--- src/rtl/irq_prio_ctrl.sv ---
// rtl/irq_prio_ctrl.sv - interrupt front end: sync, edge latch, mask, priority grant on valid/ack
module irq_prio_ctrl #(
    parameter int N     = 8,
    parameter int IDX_W = 3
) (
    input  logic             clk,
    input  logic             rst_n,
    input  logic [N-1:0]     irq_in,
    input  logic [N-1:0]     mask,
    input  logic             ack,
    output logic             irq_valid,
    output logic [IDX_W-1:0] irq_id,
    output logic             none_on,
    output logic [N-1:0]     pending
);

    typedef enum logic [1:0] {
        IDLE = 2'd0,
        REQ  = 2'd1,
        GAP  = 2'd2
    } state_t;

    logic [N-1:0]     s1_q, s1_d;
    logic [N-1:0]     s2_q, s2_d;
    logic [N-1:0]     s3_q, s3_d;
    logic [N-1:0]     pending_q, pending_d;
    logic [N-1:0]     edge_det;
    logic [N-1:0]     elig;
    logic [N-1:0]     clr_mask;
    logic [IDX_W-1:0] winner;
    logic [IDX_W-1:0] irq_id_q, irq_id_d;
    logic             irq_valid_q, irq_valid_d;
    logic             none_on_q, none_on_d;
    state_t           state_q, state_d;

    always_comb begin
        s1_d     = irq_in;
        s2_d     = s1_q;
        s3_d     = s2_q;
        edge_det = s2_q & ~s3_q;
    end

    always_comb begin
        clr_mask = '0;
        if (state_q == REQ && ack) begin
            clr_mask[irq_id_q] = 1'b1;
        end
        // A fresh edge on the bit being acknowledged must survive the clear.
        pending_d = (pending_q & ~clr_mask) | edge_det;
        elig      = pending_q & ~mask;
        none_on_d = (elig == '0);
    end

    always_comb begin
        winner = '0;
        for (int i = 0; i < N; i++) begin
            if (elig[i]) begin
                winner = IDX_W'(i);
            end
        end
    end

    always_comb begin
        state_d     = state_q;
        irq_id_d    = irq_id_q;
        irq_valid_d = irq_valid_q;
        case (state_q)
            IDLE: begin
                if (elig != '0) begin
                    irq_id_d    = winner;
                    irq_valid_d = 1'b1;
                    state_d     = REQ;
                end
            end
            REQ: begin
                if (ack) begin
                    irq_valid_d = 1'b0;
                    state_d     = GAP;
                end
            end
            GAP: begin
                state_d = IDLE;
            end
            default: begin
                irq_valid_d = 1'b0;
                state_d     = IDLE;
            end
        endcase
    end

    always_ff @(posedge clk or negedge rst_n) begin
        if (!rst_n) begin
            s1_q        <= '0;
            s2_q        <= '0;
            s3_q        <= '0;
            pending_q   <= '0;
            irq_id_q    <= '0;
            irq_valid_q <= 1'b0;
            none_on_q   <= 1'b1;
            state_q     <= IDLE;
        end else begin
            s1_q        <= s1_d;
            s2_q        <= s2_d;
            s3_q        <= s3_d;
            pending_q   <= pending_d;
            irq_id_q    <= irq_id_d;
            irq_valid_q <= irq_valid_d;
            none_on_q   <= none_on_d;
            state_q     <= state_d;
        end
    end

    assign irq_valid = irq_valid_q;
    assign irq_id    = irq_id_q;
    assign none_on   = none_on_q;
    assign pending   = pending_q;

endmodule

--- config.mk ---
export PLATFORM = sky130hd
export DESIGN_NAME = irq_prio_ctrl
export DESIGN_NICKNAME = d
export VERILOG_FILES = /design/src/rtl/irq_prio_ctrl.sv
export SDC_FILE = /design/constraint.sdc
export NUM_CORES = 1
export LEC_CHECK = 0
export ABC_AREA = 1
export CAP_MARGIN = 20
export CORE_UTILIZATION = 51
export DETAILED_ROUTE_END_ITERATION = 7
export PLACE_DENSITY = 0.82
export SLEW_MARGIN = 10
export SYNTH_ARGS = -nofsm -noshare
export SYNTH_HDL_FRONTEND = slang
export SYNTH_SLANG_ARGS = --single-unit
--- constraint.sdc ---
create_clock -name clk -period 2 [get_ports clk]
set_input_delay 0.4 -clock clk [delete_from_list [all_inputs] [get_ports clk]]
set_output_delay 0.4 -clock clk [all_outputs]
set_load 0.01 [all_outputs]
==> impl_metrics.prom <==
# TYPE chip_impl_metric gauge
chip_impl_metric{name="first_global_vias",unit=""} 919
chip_impl_metric{name="share_of_synthesized_area_occupied_by_flip_flops_and_latches",unit="%"} 73.2
chip_impl_metric{name="gp_congestion",unit=""} 0.808
chip_impl_info{name="cts.root.buffer_cell",value="clkbuf_4"} 1
chip_impl_metric{name="finalWorstPathRequiredPeriod",unit="ns"} 1.80
chip_impl_metric{name="critPathRequiredTime",unit="ns"} 1.60
chip_impl_metric{name="die-height",unit="um"} 53.2
chip_impl_metric{name="cap_viol_max_count",unit=""} 0
chip_impl_metric{name="grt_antenna_before_repair",unit=""} 0
chip_impl_metric{name="setup_viol",unit=""} 0
chip_impl_metric{name="core_region_area",unit="mm^2"} 0.00248
chip_impl_metric{name="finalHoldViolCount",unit=""} 0
chip_impl_metric{name="final_layout_size_suffix_gt1_share",unit="%"} 8.75
chip_impl_metric{name="cts_repair_resize_count",unit=""} 0
chip_impl_metric{name="groute.usage.overall",unit="%"} 20.2
chip_impl_metric{name="max_freq",unit="MHz"} 555
chip_impl_info{name="timing.critical_path.slowest_stage_cell",value="dfstp_2"} 1
chip_impl_metric{name="ir_drop",unit="mV"} 1.02
chip_impl_metric{name="clock_path_buffers",unit=""} 2
chip_impl_metric{name="grt_max_degree",unit=""} 40
chip_impl_info{name="rsz0062_at_grt",value="false"} 1
chip_impl_metric{name="htree_levels",unit=""} 2
chip_impl_metric{name="hpwlAfterDp",unit="um"} 1780
chip_impl_metric{name="via_per_inst",unit=""} 4.97
chip_impl_metric{name="cts.hold.buffers_added",unit=""} 0
chip_impl_info{name="synth.area.top_cells",value="dfrtp_1 (71%), nand2_1 (8.2%), inv_1 (6.5%), o21ai_1 (6.0%), dfstp_2 (2.0%)"} 1
chip_impl_metric{name="num-fill-cells",unit=""} 184
chip_impl_metric{name="post-route-worst-setup-slack",unit="ns"} 0.199
chip_impl_metric{name="critical_path_arrival",unit="ns"} 1.40
chip_impl_metric{name="utilization",unit="%"} 71.2
chip_impl_metric{name="max_stage_delay",unit="ns"} 0.54
chip_impl_metric{name="power_density",unit="mW/mm^2"} 1230
chip_impl_metric{name="drtIter0Drc",unit=""} 7
chip_impl_metric{name="fraction_of_post_synthesis_cell_area_in_the_top_cell_type_by_area",unit="%"} 71.2
chip_impl_metric{name="synthesis.instances",unit=""} 121
chip_impl_metric{name="drtPass1Iterations",unit=""} 4
chip_impl_metric{name="yosysWarningCount",unit=""} 0
chip_impl_metric{name="fin_worst_skew",unit="ns"} 0.0119
chip_impl_metric{name="total_standard_cell_area_after_synthesis",unit="mm^2"} 0.00134
chip_impl_info{name="critical_path.cell_chain",value="clkdlybuf4s50_1"} 1
chip_impl_metric{name="ys_types",unit=""} 10
chip_impl_info{name="status",value="finished clean"} 1
chip_impl_metric{name="initial_utilization",unit="%"} 53.9
chip_impl_info{name="critPathTopFamily",value="flip-flops"} 1
chip_impl_info{name="worst_setup_path_end_kind",value="output port"} 1
chip_impl_metric{name="cts_clock_pin_slew_for_the_worst_setup_and_hold_paths",unit="ns"} 0.11
chip_impl_metric{name="postRouteWirelength",unit="um"} 2420
chip_impl_info{name="tritoncts",value="done"} 1
chip_impl_metric{name="gr-total-overflow",unit=""} 0
chip_impl_metric{name="grt_pass1_wl",unit="um"} 3760
chip_impl_metric{name="place_ws",unit="ns"} 0.298
chip_impl_metric{name="timing.critical_path.buf_inv",unit=""} 1
chip_impl_metric{name="power.total",unit="mW"} 2.17
chip_impl_info{name="worstSetupPathType",value="flip-flop to output port"} 1
chip_impl_metric{name="ant_nets",unit=""} 0
chip_impl_metric{name="pin_count",unit=""} 32
chip_impl_metric{name="detail_route.wl_per_cell",unit="um"} 12.7
chip_impl_metric{name="postCtsSetupRepairBufs",unit=""} 0
chip_impl_metric{name="diodes",unit=""} 0
chip_impl_metric{name="slew_headroom",unit="%"} 45.3
chip_impl_metric{name="yosys_register_bits",unit=""} 39
chip_impl_metric{name="fp.dieArea",unit="mm^2"} 0.00283
chip_impl_metric{name="remaining_drc_errors",unit=""} 0
chip_impl_metric{name="floorplan.rows",unit=""} 18
chip_impl_metric{name="tightest_slew",unit="ns"} 0.820
chip_impl_metric{name="area.growth.synth_to_final",unit="%"} 32.1
chip_impl_info{name="min-delay-path-class",value="input port to async pin"} 1
chip_impl_metric{name="chipWidth",unit="um"} 53.2
chip_impl_metric{name="clock_buffer_count_from_cts",unit=""} 5
chip_impl_info{name="netlist.top_cell.by_area",value="dfrtp_1"} 1
chip_impl_metric{name="layout_worst_path_cycle_share",unit="%"} 90.0
chip_impl_metric{name="crit_fanout",unit=""} 1
chip_impl_metric{name="syn-num-nets",unit=""} 140
chip_impl_metric{name="static-leakage-power",unit="nW"} 0.870
chip_impl_info{name="startpoint_type",value="flip-flop"} 1
chip_impl_metric{name="syn_avg_cell_area",unit="um^2"} 11.0
chip_impl_metric{name="io_buffers",unit=""} 31
chip_impl_metric{name="nets_finish",unit=""} 178
chip_impl_metric{name="timing_max_transition_violations_final",unit=""} 0
chip_impl_metric{name="clock_insertion_delay_worst_skew",unit="ns"} 0.34
chip_impl_metric{name="dr_total_vias",unit=""} 944
chip_impl_metric{name="fin_setup_tns",unit="ns"} 0
chip_impl_metric{name="clock-sinks",unit=""} 39
==> worst paths after layout <==
| check | slack, ns | to | depth (start not counted) | from |
|---|---|---|---|---|
| worst min register to register | 0.35 | s2_q[2] | 0 | s1_q[2] |
| worst min-delay path | 0.14 | pending[2] | 1 | rst_n |
| max in group asynchronous | 1.34 | s1_q[1] | 1 | rst_n |
| min in group clk | 0.35 | s2_q[2] | 0 | s1_q[2] |
| worst max register to register | 0.76 | irq_id[0] | 8 | pending[5] |
| worst max-delay path | 0.20 | none_on | 1 | none_on |
==> sequential cells by signal, summed over array words and instances, names as in the netlist <==
signal and cells:
irq_valid 1, s2_q 8, pending 8, irq_id 3, s3_q 8, none_on 1, s1_q 8, state_q 2
==> power breakdown <==
group / internal (mW) / switching (mW)
Sequential: 0.921 / 0.114
Combinational: 0.290 / 0.306
Clock: 0.295 / 0.244
==> kinds of logic (layout without fill, tap and decap cells) <==
logic type             after synthesis  in the layout  synth area share (%)
and+or+nand+nor                     38             38                  12.4
DFF                                 39             39                  73.2
buffers and inverters               23             62                  6.47
AOI/OAI and AO/OA                   21             21                  7.97
==> synthesized netlist by cell type <==
| cell | n |
|---|---|
| dfrtp_1 | 38 |
| nand2_1 | 29 |
| inv_1 | 23 |
| o21ai_1 | 16 |
| nor2_1 | 5 |
| o21ai_0 | 4 |
| nand2_2 | 3 |
| a31oi_1 | 1 |
| dfstp_2 | 1 |
| nor3b_4 | 1 |
==> cell usage in the layout (no fill, tap or decap) <==
cell type,Yosys,layout
a31oi_1,1,1
nor2_1,5,5
clkinv_2,0,1
dfstp_2,1,1
dfrtp_1,38,38
clkbuf_4,0,5
o21ai_0,4,4
nor3b_4,1,1
bufinv_16,0,1
clkbuf_8,0,1
buf_2,0,1
nand2_1,29,29
o21ai_1,16,16
nand2_2,3,3
clkdlybuf4s50_1,0,30
inv_1,23,23
==> layout make-up <==
cell class	instances	area [um^2]	share of cell area (%)
Inverter	23	86.3	4.89
Tap cell	30	37.5	2.13
Clock inverter	2	35.0	1.99
Timing Repair Buffer	31	305	17.3
Clock buffer	6	51.3	2.91
Multi-Input combinational cell	59	272	15.4
Sequential cell	39	977	55.4
==> through the flow <==
| step | cells | hold WS [ns] | instance area (um^2) |
|---|---|---|---|
| 6_report | 190 | 0.136 | 1760 |
| 5_1_grt | 190 | 0.174 | 1760 |
| 4_1_cts | 190 | 0.145 | 1760 |
| 3_5_place_dp | 182 | 0.339 | 1680 |
| 3_3_place_gp | 182 | 0.332 | 1680 |
| 2_1_floorplan | 121 | 0.104 | 1340 |
==> routing by layer <==
layer	GRT usage [%]	vias up	wire, um
li1	-	445	-
met5	0	-	0
met3	8.91	10	166
met4	11.0	0	95
met1	20.5	454	897
met2	34.4	35	1250
Note: power is estimated with default switching activity, not from simulation.
